===== config.mk =====
export PLATFORM = sky130hd
export DESIGN_NAME = z480_lsu_issue
export DESIGN_NICKNAME = d
export VERILOG_FILES = /design/src/rtl/z480_lsu_issue.sv
export SDC_FILE = /design/constraint.sdc
export NUM_CORES = 1
export LEC_CHECK = 0
export CAP_MARGIN = 20
export CORE_UTILIZATION = 53
export CTS_CLUSTER_DIAMETER = 150
export DETAILED_ROUTE_END_ITERATION = 7
export PLACE_DENSITY = 0.92
export SYNTH_ARGS = -nofsm -noshare
export SYNTH_HDL_FRONTEND = slang
export SYNTH_SLANG_ARGS = --single-unit

===== constraint.sdc =====
create_clock -name clk -period 7.5 [get_ports clk]
set_clock_uncertainty 0.2 [all_clocks]
set_input_delay 0.75 -clock clk [delete_from_list [all_inputs] [get_ports clk]]
set_output_delay 0.75 -clock clk [all_outputs]
set_load 0.05 [all_outputs]

===== src/rtl/z480_lsu_issue.sv =====
// z480_lsu_issue
//   In-order load/store issue stage between execute and the dcache_port.
//   An accepted op is held in a one-entry skid register (S). From S it either
//   issues an aligned request to the cache or, if misaligned, completes locally
//   as a fault. Per-op metadata rides in a small tracking FIFO (T) until the
//   cache answers (in issue order). The answer is then lane-shifted and
//   extended into a one-entry result register (R) for writeback.
//
// Ports
//   clk, rst_n                       core clock, async active-low reset
//   in_valid/in_ready                op handshake from execute
//   in_write, in_size, in_signed     op kind, access size (log2 bytes), load sign-extend
//   in_addr, in_wdata, in_tag        byte address, right-justified store data, wb tag
//   req_valid/req_ready              request handshake to dcache_port
//   req_write, req_addr              op kind, dword-aligned address
//   req_wdata, req_wstrb             lane-shifted store data and byte strobes
//   rsp_valid/rsp_ready              response handshake from dcache_port
//   rsp_rdata, rsp_fault             response dword and fault flag
//   res_valid/res_ready              result handshake to writeback
//   res_tag, res_data                tag and extended load data (0 for stores/faults)
//   res_fault, res_misalign          any fault, and whether it was a local misalign

module z480_lsu_issue #(
  parameter int DEPTH = 4,
  parameter int TAG_W = 6
) (
  input  logic             clk,
  input  logic             rst_n,
  input  logic             in_valid,
  output logic             in_ready,
  input  logic             in_write,
  input  logic [1:0]       in_size,
  input  logic             in_signed,
  input  logic [63:0]      in_addr,
  input  logic [63:0]      in_wdata,
  input  logic [TAG_W-1:0] in_tag,
  output logic             req_valid,
  input  logic             req_ready,
  output logic             req_write,
  output logic [63:0]      req_addr,
  output logic [63:0]      req_wdata,
  output logic [7:0]       req_wstrb,
  input  logic             rsp_valid,
  input  logic [63:0]      rsp_rdata,
  input  logic             rsp_fault,
  output logic             rsp_ready,
  output logic             res_valid,
  input  logic             res_ready,
  output logic [TAG_W-1:0] res_tag,
  output logic [63:0]      res_data,
  output logic             res_fault,
  output logic             res_misalign
);

  localparam int AW = $clog2(DEPTH);
  // T entry: {tag, size, signed, offset, write, misalign}
  localparam int EW = TAG_W + 8;

  // ---------------------------------------------------------------- S
  logic             s_v;
  logic             s_write;
  logic [1:0]       s_size;
  logic             s_signed;
  logic [63:0]      s_addr;
  logic [63:0]      s_wdata;
  logic [TAG_W-1:0] s_tag;

  logic [2:0] s_off;
  logic [2:0] s_size_mask;
  logic [7:0] s_strb_base;
  logic       s_mis;
  logic       s_leave;
  logic       s_bypass;
  logic       in_fire;

  // ---------------------------------------------------------------- T
  logic [EW-1:0] t_mem [DEPTH];
  logic [AW:0]   t_wr_ptr;
  logic [AW:0]   t_rd_ptr;
  logic          t_empty;
  logic          t_full;
  logic          t_push;
  logic          t_pop;
  logic [EW-1:0] t_head;
  logic [TAG_W-1:0] h_tag;
  logic [1:0]    h_size;
  logic          h_signed;
  logic [2:0]    h_off;
  logic          h_write;
  logic          h_mis;
  logic          h_mis_done;
  logic          rsp_fire;

  // ---------------------------------------------------------------- R
  logic             r_v;
  logic [TAG_W-1:0] r_tag;
  logic [63:0]      r_data;
  logic             r_fault;
  logic             r_mis;
  logic             r_accept;
  logic [63:0]      rsp_lane;
  logic [63:0]      rsp_ext;

  // Size-dependent masks for the op sitting in S.
  assign s_off = s_addr[2:0];
  always_comb begin
    s_size_mask = 3'b111;
    s_strb_base = 8'hFF;
    case (s_size)
      2'd0:    begin s_size_mask = 3'b000; s_strb_base = 8'h01; end
      2'd1:    begin s_size_mask = 3'b001; s_strb_base = 8'h03; end
      2'd2:    begin s_size_mask = 3'b011; s_strb_base = 8'h0F; end
      default: begin s_size_mask = 3'b111; s_strb_base = 8'hFF; end
    endcase
  end
  assign s_mis = |(s_off & s_size_mask);

  assign t_empty  = (t_wr_ptr == t_rd_ptr);
  assign t_full   = (t_wr_ptr[AW] != t_rd_ptr[AW]) &&
                    (t_wr_ptr[AW-1:0] == t_rd_ptr[AW-1:0]);
  assign r_accept = !r_v || res_ready;

  // A misaligned op with nothing older outstanding skips T and goes straight
  // into R; this gives the two-cycle accept-to-result latency for local faults
  // and cannot reorder results because T is empty.
  assign s_bypass = s_v && s_mis && t_empty && r_accept;
  assign s_leave  = s_v && !t_full && (s_mis || req_ready);
  assign t_push   = s_leave && !s_bypass;
  assign in_ready = !s_v || s_leave;
  assign in_fire  = in_valid && in_ready;

  // Request formatting straight from S.
  assign req_valid = s_v && !t_full && !s_mis;
  assign req_write = s_write;
  assign req_addr  = {s_addr[63:3], 3'b000};
  assign req_wdata = s_write ? (s_wdata << {s_off, 3'b000}) : 64'd0;
  assign req_wstrb = s_write ? (s_strb_base << s_off) : 8'd0;

  // T head decode (asynchronous read so rsp_ready is available this cycle).
  assign t_head = t_mem[t_rd_ptr[AW-1:0]];
  assign {h_tag, h_size, h_signed, h_off, h_write, h_mis} = t_head;

  assign rsp_ready  = !t_empty && !h_mis && r_accept;
  assign rsp_fire   = rsp_valid && rsp_ready;
  assign h_mis_done = !t_empty && h_mis && r_accept;
  assign t_pop      = h_mis_done || rsp_fire;

  // Response lane extraction and extension.
  assign rsp_lane = rsp_rdata >> {h_off, 3'b000};
  always_comb begin
    rsp_ext = rsp_lane;
    case (h_size)
      2'd0:    rsp_ext = {{56{h_signed & rsp_lane[7]}},  rsp_lane[7:0]};
      2'd1:    rsp_ext = {{48{h_signed & rsp_lane[15]}}, rsp_lane[15:0]};
      2'd2:    rsp_ext = {{32{h_signed & rsp_lane[31]}}, rsp_lane[31:0]};
      default: rsp_ext = rsp_lane;
    endcase
  end

  // ---------------------------------------------------------------- S state
  always_ff @(posedge clk or negedge rst_n) begin
    if (!rst_n) begin
      s_v      <= 1'b0;
      s_write  <= 1'b0;
      s_size   <= 2'd0;
      s_signed <= 1'b0;
      s_addr   <= 64'd0;
      s_wdata  <= 64'd0;
      s_tag    <= '0;
    end else if (in_fire) begin
      s_v      <= 1'b1;
      s_write  <= in_write;
      s_size   <= in_size;
      s_signed <= in_signed;
      s_addr   <= in_addr;
      s_wdata  <= in_wdata;
      s_tag    <= in_tag;
    end else if (s_leave) begin
      s_v      <= 1'b0;
    end
  end

  // ---------------------------------------------------------------- T state
  always_ff @(posedge clk or negedge rst_n) begin
    if (!rst_n) begin
      t_wr_ptr <= '0;
      t_rd_ptr <= '0;
    end else begin
      if (t_push) t_wr_ptr <= t_wr_ptr + {{AW{1'b0}}, 1'b1};
      if (t_pop)  t_rd_ptr <= t_rd_ptr + {{AW{1'b0}}, 1'b1};
    end
  end

  // Storage needs no reset: entries are only read between push and pop.
  always_ff @(posedge clk) begin
    if (t_push) t_mem[t_wr_ptr[AW-1:0]] <= {s_tag, s_size, s_signed, s_off, s_write, s_mis};
  end

  // ---------------------------------------------------------------- R state
  always_ff @(posedge clk or negedge rst_n) begin
    if (!rst_n) begin
      r_v     <= 1'b0;
      r_tag   <= '0;
      r_data  <= 64'd0;
      r_fault <= 1'b0;
      r_mis   <= 1'b0;
    end else if (s_bypass) begin
      r_v     <= 1'b1;
      r_tag   <= s_tag;
      r_data  <= 64'd0;
      r_fault <= 1'b1;
      r_mis   <= 1'b1;
    end else if (h_mis_done) begin
      r_v     <= 1'b1;
      r_tag   <= h_tag;
      r_data  <= 64'd0;
      r_fault <= 1'b1;
      r_mis   <= 1'b1;
    end else if (rsp_fire) begin
      r_v     <= 1'b1;
      r_tag   <= h_tag;
      r_data  <= (rsp_fault || h_write) ? 64'd0 : rsp_ext;
      r_fault <= rsp_fault;
      r_mis   <= 1'b0;
    end else if (res_ready) begin
      r_v     <= 1'b0;
    end
  end

  assign res_valid    = r_v;
  assign res_tag      = r_tag;
  assign res_data     = r_data;
  assign res_fault    = r_fault;
  assign res_misalign = r_mis;

`ifndef SYNTHESIS
  // The cache may only answer when an aligned op is waiting at the head of T.
  rsp_protocol: assert property (@(posedge clk) disable iff (!rst_n)
    rsp_valid |-> (!t_empty && !h_mis));
`endif

endmodule


# Word level (Yosys, flattened, before mapping)
# Memory sizes are Yosys's and may differ from the RTL's.
# Cells that the tools add are included.
[word_totals] register_bits=218 ramBits=56 out_inout_bits=213 elab_cells=89 mem_count=1
[classes] addsub=2 eq_ne=7 n_shift=3 muxes=26 bitwise=4 n_reduce_logical=32
[memory_table] memory="t_mem" depth=4 width=14 read_ports=1 rd_ports_with_merged_regs=0 write_ports=1 line="77" source="logic [EW-1:0] t_mem [DEPTH];"
[op_table] operator="2-to-1 mux 64 bit" count=5
[op_table] operator="case mux 64 bit (3 select lines)" count=1
[op_table] operator="left shift 64 x 6 -> 64 bit" count=1
[op_table] operator="right shift 64 x 6 -> 64 bit" count=1
[op_table] operator="case mux 8 bit (3 select lines)" count=1
[op_table] operator="2-to-1 mux 6 bit" count=3
[op_table] operator="logical AND 1 bit" count=14
[op_table] operator="2-to-1 mux 1 bit" count=14
[op_table] operator="case mux 3 bit (3 select lines)" count=1
[op_table] operator="2-to-1 mux 8 bit" count=1
[op_table] operator="left shift 8 x 3 -> 8 bit" count=1
[op_table] operator="logical NOT 1 bit" count=7
[op_table] operator="adder 3 x 1 -> 3 bit (second input constant)" count=2
[op_table] operator="logical OR 1 bit" count=5
[op_table] operator="== test 2 x 1 -> 1 bit (second input constant)" count=2
[op_table] operator="== test 2 bit (second input constant)" count=2
[op_table] operator="logical NOT 2 bit" count=2
[op_table] operator="nonzero test 4 bit" count=1
[op_table] operator="bitwise AND 1 bit" count=3
[op_table] operator="bitwise AND 3 bit" count=1
[op_table] operator="== test 3 bit" count=1
[op_table] operator="nonzero test 3 bit" count=1
[op_table] operator="OR reduction 3 bit" count=1
[op_table] operator="== test 2 bit" count=1
[op_table] operator="other kinds (2)" count=2

# Logic depth before layout (Yosys ltp)
# Gate-level depths: netlist of run 1.
[logic_depth] depth_word=11 ltp_mapped=11

# Worst setup path before layout of run 1
# OpenSTA, ideal clock, no wires.
[synth_timing] path_type="register to output" from="reg s_write (netlist: req_write)" to="out req_wdata[0]" arrival_ns=2.819 path_slack_ns=3.731 stages_incl_launch_ff=4 path_buffers=0 path_cell_list="dfrtp_1 -> nand2b_1 -> nor3_1 -> and2_1"
[synth_between] elab_chain_cells=1
[synth_lines] item="from (decl)" line="61" source="logic s_write;"
[synth_lines] item="from (signal assigned)" line="172" source="s_write <= in_write;"
[synth_lines] item="2-to-1 mux 64 bit" line="136" source="assign req_wdata = s_write ? (s_wdata << {s_off, 3'b000}) : 64'd0;"
[synth_lines] item="to (decl)" line="41" source="output logic [63:0] req_wdata,"
# No other way between the ends.

# Final worst setup path of run 1
[layout_timing] from="reg s_addr[1]" to="out req_wdata[45]"
[layout_between] elab_chain_cells=2
[layout_lines] item="from (decl)" line="64" source="logic [63:0] s_addr;"
[layout_lines] item="from (signal assigned)" line="175" source="s_addr <= in_addr;"
[layout_lines] item="left shift 64 x 6 -> 64 bit" line="136"
[layout_lines] item="2-to-1 mux 64 bit" line="136"
# No other way between the ends.

==> reports/qor.csv, run 1 <==
stage,metric,value,unit
global_route,grt total ovfl,0,
cts,"Reg clk slew, reported paths",70,ps
min_path,worst hold start,res_tag[0],
timing,Least-Margin Pin Slew,1019,ps
timing,"Hold Violations, Final",0,
critical_path,critical path arrival,3980,ps
run,total of max-cap violations,0,
floorplan,chip height,170.3,µm
timing,Final Max Slew Viols,0,
cts,Clock Root Buffer,clkbuf_16,
critical_path,Crit. End Element,primary output,
yosys,asr flop ratio synth,79.56,%
yosys,share of Yosys cell area claimed by the top area cell type,36.32,%
yosys,Synth top cells by count,"218 x dfrtp_1, 152 x mux2_2, 120 x mux2i_1",
critical_path,sequence of cells on the critical path,buf_4 > inv_1 > nor2_1 > a22oi_1 > nor2_1 > clkdlybuf4s50_1,
timing,final setup vio count,0,
status,status,finished clean,
timing,RSZ-0062 raised after global routing,false,
cts,PostCTS Resize Cnt,0,
placement,DP Wirelength,33.78,mm
min_path,HP Class,flip-flop to flip-flop,
timing,Fin Setup TNS,0,ps
global_route,global-route usage over all layers,32.37,%
floorplan,Die ar.,29010,µm²
yosys,"top cells by area, synth","dfrtp_1 36%, mux2_2 11%, edfxtp_1 11%",
yosys,Post-Syn Area per Cell,11.76,µm²
floorplan,I/O Pins,422,
cells_and_area,Layout Nets,1796,
yosys,"Distinct cells, synth",59,
global_route,largest net degree at the start of global routing,91,
critical_path,cell mode on critical path,nor2_1,
floorplan,die width,170.3,µm
critical_path,r2r worst-path depth,9,
placement,GP Congestion,0.9823,
cts,CTS tree,built,
cts,H-tree Lvls,1,
placement,Buffers on Ports,418,
floorplan,Core Region,27860,µm²
critical_path,RR Endpoint,s_signed,
yosys,"area leader, netlist",dfrtp_1,
timing,maximum clock rate,0.2029,GHz
critical_path,CP peak stage delay,850,ps
critical_path,CP Max Fanout,39,
cells_and_area,diode count,0,
cells_and_area,Syn-to-layout area delta,32.83,%
critical_path,element type at the critical path start,flip-flop,
critical_path,r2r setup slk,3170,ps
drt,final antenna-violating net count,0,
critical_path,CP max-delay cell,clkdlybuf4s50_1,
timing,slew margin rel.,32.08,%
min_path,hold endpoint,res_tag[0],
yosys,most frequent cell after synthesis,dfrtp_1,
drt,DRC violations left,0,
min_path,worst hold stages,2,
global_route,vias in the first global route,12139,
cts,maximum clock path buffer count,3,
timing,period utilization,65.73,%
drt,Initial DRT Pass Iterations,6,
drt,DRT Wirelength,47.98,mm
cts,cts bufs inserted,30,
critical_path,CP Class,flip-flop to primary output,
global_route,global-route wire length before repair,71.06,mm
floorplan,Starting Density,53.91,%
yosys,predominant post-synthesis flop cell,dfrtp_1,
cells_and_area,fillers,1899,
drt,routed vias,11995,
yosys,Synth Warn #,0,
yosys,"EDFF count, synth",56,
cells_and_area,share of cells above drive strength 1,17.88,%
global_route,antenna violations before repair,1,
yosys,Post-Synthesis Cells,1277,
cts,CTS Sinks,274,
cts,Worst-Skew Late Latency,550,ps
drt,Via density,6.049,
drt,DR WL/cell,24.20,µm
yosys,Post-Syn Area,15020,µm²
critical_path,reg2reg start,s_addr[1],
yosys,register bit count reported by yosys,274,
drt,initial drt markers,1200,
timing,Tmin final,4930,ps
critical_path,CP required,6550,ps
yosys,"Seq/Total Area, Yosys",47.52,%
floorplan,Row Count,61,
-- area by class of cell --
type / instances / area [µm²] / area share (%)
inverters: 13 / 48.80 / 0.2446
repair buffers: 431 / 4309 / 21.60
clock inverters: 19 / 226.5 / 1.135
multi-input cells: 832 / 6932 / 34.75
well taps: 378 / 473.0 / 2.371
flip-flops and latches: 274 / 7143 / 35.81
clock buffers: 36 / 815.8 / 4.090
-- registers in the layout, summed over array words and instances (netlist names), 2 cells and up --
signal    cells
s_tag         6
t_rd_ptr      3
res_data     64
s_wdata      64
s_size        2
res_tag       6
t_wr_ptr      3
t_mem        56
s_addr       64
-- what timing repair did --
| item | CTS | global route |
|---|---|---|
| setup buffers | 0 | 0 |
| hold endpoints to repair | 14 | 0 |
| hold buffers | 1 | 0 |
| endpoints found under the setup margin | 0 | 0 |
-- cells by family after synthesis --
kind of cell	after synthesis	synth area share (%)
adders and majority gates	5	0.4166
muxes	323	26.98
xor gates and xnor gates	7	0.4082
DFF	274	47.52
AOI/OAI and AO/OA	251	10.76
buffers and inverters	173	6.490
and+or+nand+nor	243	7.398
other	1	0.02497
-- routing by layer --
layer	share of wire [%]	global-route usage [%]	vias up
met5	0.027	0	-
met3	8.7	6.605	141
met1	35	37.09	5857
met2	51	57.50	748
li1	-	-	5247
met4	5.3	15.90	2
-- how the worst max path moves through the flow --
stage               slack, ps       endpoint  depth (start not counted)       from
detailed placement       3200       s_tag[5]                          8  s_addr[1]
global route             2330  req_wdata[40]                          6  s_addr[1]
CTS                      2610  req_wdata[43]                          6  s_addr[1]
floorplan                3730   req_wdata[0]                          3  req_write
finish                   2570  req_wdata[45]                          6  s_addr[1]
global placement         3280     s_addr[59]                          8  s_addr[1]
-- per-stage QoR --
stage               std cells  util [%]  setup WS (ps)  instance area (µm²)  hold WS, ps
floorplan                1279         -           3731                15030        254.4
global placement         1925     67.70           3280                18860        262.1
detailed placement       1925     67.70           3197                18860        269.3
CTS                      1981     71.48           2607                19910        283.6
global route             1983     71.61           2333                19950        295.4
finish                   1983     71.61           2570                19950        279.9
-- critical path: cells and delay by family (launching register included) --
kind	cells	cell delay, ps
simple gates	2	780
flops	1	740
compound gates	1	200
buf+inv	3	1700
-- layout by cell type (no fill, tap or decap), types with 5 or more instances in the layout --
master	Yosys	routed
nor2b_1	9	9
and2_1	34	34
bufinv_16	0	5
o21ai_1	6	6
o31ai_2	6	6
a22o_1	11	11
a211o_1	7	7
mux4_2	50	49
dfrtp_1	218	215
nor2_1	65	65
inv_1	12	12
mux2i_1	120	120
clkdlybuf4s50_1	0	417
buf_4	65	10
nand2b_1	9	9
a211oi_1	11	11
clkbuf_16	0	32
o22ai_1	10	10
nor3_1	18	18
xnor2_1	5	5
nand2_1	95	94
o21ai_0	103	103
a21oi_1	40	40
a32oi_1	5	5
edfxtp_1	56	56
mux2_2	152	152
clkinv_2	0	9
a22oi_1	14	14
a221oi_1	8	8
a31oi_1	5	5
ha_1	5	5
Power of run 1 is not shown: default switching activity piles up to over one toggle a cycle in this logic, so the estimate is an artifact.
==> run 2: changes to the inputs <==
Settings changed: CORE_UTILIZATION 53 to 44, PLACE_DENSITY 0.92 to 0.82.
Clock period 7.5 ns to 4.41 ns, I/O delays scaled along.
==> reports/qor.csv, run 2 (synthesis results as in run 1) <==
stage,metric,value,unit
status,status,finished clean,
timing,Tmin final,4052,ps
floorplan,Core Region,33530,µm²
cts,cts bufs inserted,30,
placement,Placement Cell Area,19200,µm²
critical_path,CP Class,flip-flop to primary output,
cts,H-tree Lvls,1,
drt,routed vias,11843,
critical_path,critical path arrival,3410,ps
cts,Worst-Skew Late Latency,550,ps
timing,period utilization,91.89,%
cells_and_area,Syn-to-layout area delta,34.77,%
timing,Least-Margin Pin Slew,907.0,ps
cells_and_area,"commonest non-fill, non-tap cells in the layout","385 x clkdlybuf4s50_1, 215 x dfrtp_1, 152 x mux2_2, 120 x mux2i_1, 103 x o21ai_0",
floorplan,Starting Density,44.79,%
critical_path,CP required,3770,ps
drt,Initial DRT Pass Iterations,6,
cts,maximum clock path buffer count,3,
cts,hold_buf cts,1,
timing,slew margin rel.,39.53,%
drt,initial drt markers,1035,
timing,RSZ-0062 raised after global routing,false,
cts,"Setup Fix Bufs, Post-CTS",0,
timing,final setup vio count,0,
timing,"Hold Violations, Final",0,
cells_and_area,"most common cell after layout, fill and taps aside",clkdlybuf4s50_1,
cells_and_area,share of cells above drive strength 1,20.98,%
placement,Buffers on Ports,418,
global_route,grt total ovfl,0,
drt,DRT Wirelength,46.64,mm
floorplan,chip height,186.8,µm
global_route,vias in the first global route,11949,
critical_path,element type at the critical path start,flip-flop,
placement,GP Congestion,0.9981,
run,total of max-cap violations,0,
floorplan,I/O Pins,422,
global_route,global-route usage over all layers,26.18,%
min_path,HP Class,flip-flop to flip-flop,
cts,Clock Root Buffer,clkbuf_16,
cts,CTS tree,built,
cells_and_area,diode count,0,
critical_path,CP Max Fanout,41,
floorplan,Die ar.,34880,µm²
placement,DP Wirelength,34.07,mm
timing,Fin Setup TNS,0,ps
timing,maximum clock rate,0.2468,GHz
drt,final antenna-violating net count,0,
critical_path,Crit. End Element,primary output,
timing,Final Max Slew Viols,0,
global_route,largest net degree at the start of global routing,111,
drt,DRC violations left,0,
cells_and_area,"Design Area, Final",20240,µm²
floorplan,Row Count,67,
drt,Via density,5.713,
drt,DR WL/cell,22.50,µm
cts,CTS Sinks,274,
cts,"Reg clk slew, reported paths",60,ps
global_route,antenna violations before repair,1,
cells_and_area,Layout Nets,1816,
floorplan,die width,186.8,µm
cts,PostCTS Resize Cnt,0,
cells_and_area,fillers,2651,
global_route,global-route wire length before repair,71.31,mm
run 2: worst paths after layout:
| path | endpoint | start | slack, ps | cells past startpoint |
|---|---|---|---|---|
| max | req_wdata[63] | s_addr[1] | 360 | 7 |
| min | res_tag[0] | res_tag[0] | 280 | 2 |
| max reg2reg | res_data[8] | t_rd_ptr[0] | 1080 | 6 |
| min reg2reg | res_tag[0] | res_tag[0] | 280 | 2 |
| max in group asynchronous | s_addr[56] | rst_n | 2550 | 3 |
| min in group asynchronous | res_data[45] | rst_n | 300 | 2 |
run 2: critical path, stage by stage, from the launching register on:
cell and delay (ps):
dfrtp_2 700, buf_4 550, mux2_2 270, nor2_1 40, a21oi_1 180, mux2i_1 100
nor2_1 170, clkdlybuf4s50_1 840
run 2: final cells by class:
class,instances,area [µm²],share of cell area [%]
clock buffer,35,812.0,4.012
clock inverter,20,222.7,1.100
inverter,13,48.80,0.2411
multi-input combinational,832,6932,34.25
sequential,274,7143,35.29
tap,448,560.5,2.769
timing repair buffer,451,4522,22.34
run 2: metal layers:
| metal | GRT usage [%] | part of all wire, % | up-vias | routed length [µm] |
|---|---|---|---|---|
| li1 | - | - | 5279 | - |
| met1 | 32.04 | 38 | 5825 | 17670 |
| met2 | 45.41 | 50 | 641 | 23260 |
| met3 | 5.887 | 8.7 | 96 | 4065 |
| met4 | 9.111 | 3.5 | 2 | 1640 |
| met5 | 0 | 0.024 | - | 11 |
run 2: metrics by stage:
| step | util (%) | instances | hold WS (ps) | setup slack, ps |
|---|---|---|---|---|
| floorplan | - | 1279 | -54.59 | 877.9 |
| global placement | 57.25 | 2017 | 262.4 | 1053 |
| detailed placement | 57.25 | 2017 | 269.7 | 967.2 |
| CTS | 60.36 | 2073 | 268.1 | 385.7 |
| global route | 60.36 | 2073 | 282.7 | 227.7 |
| finish | 60.36 | 2073 | 280.3 | 357.8 |
Power of run 2 is left out for the same reason.
==> run 3: changes to the inputs <==
Settings changed: CAP_MARGIN 20 to unset.
==> results of run 3 <==
The final DEF is identical to that of run 2; final timing and power are the same.
Power of run 3 is left out for the same reason.
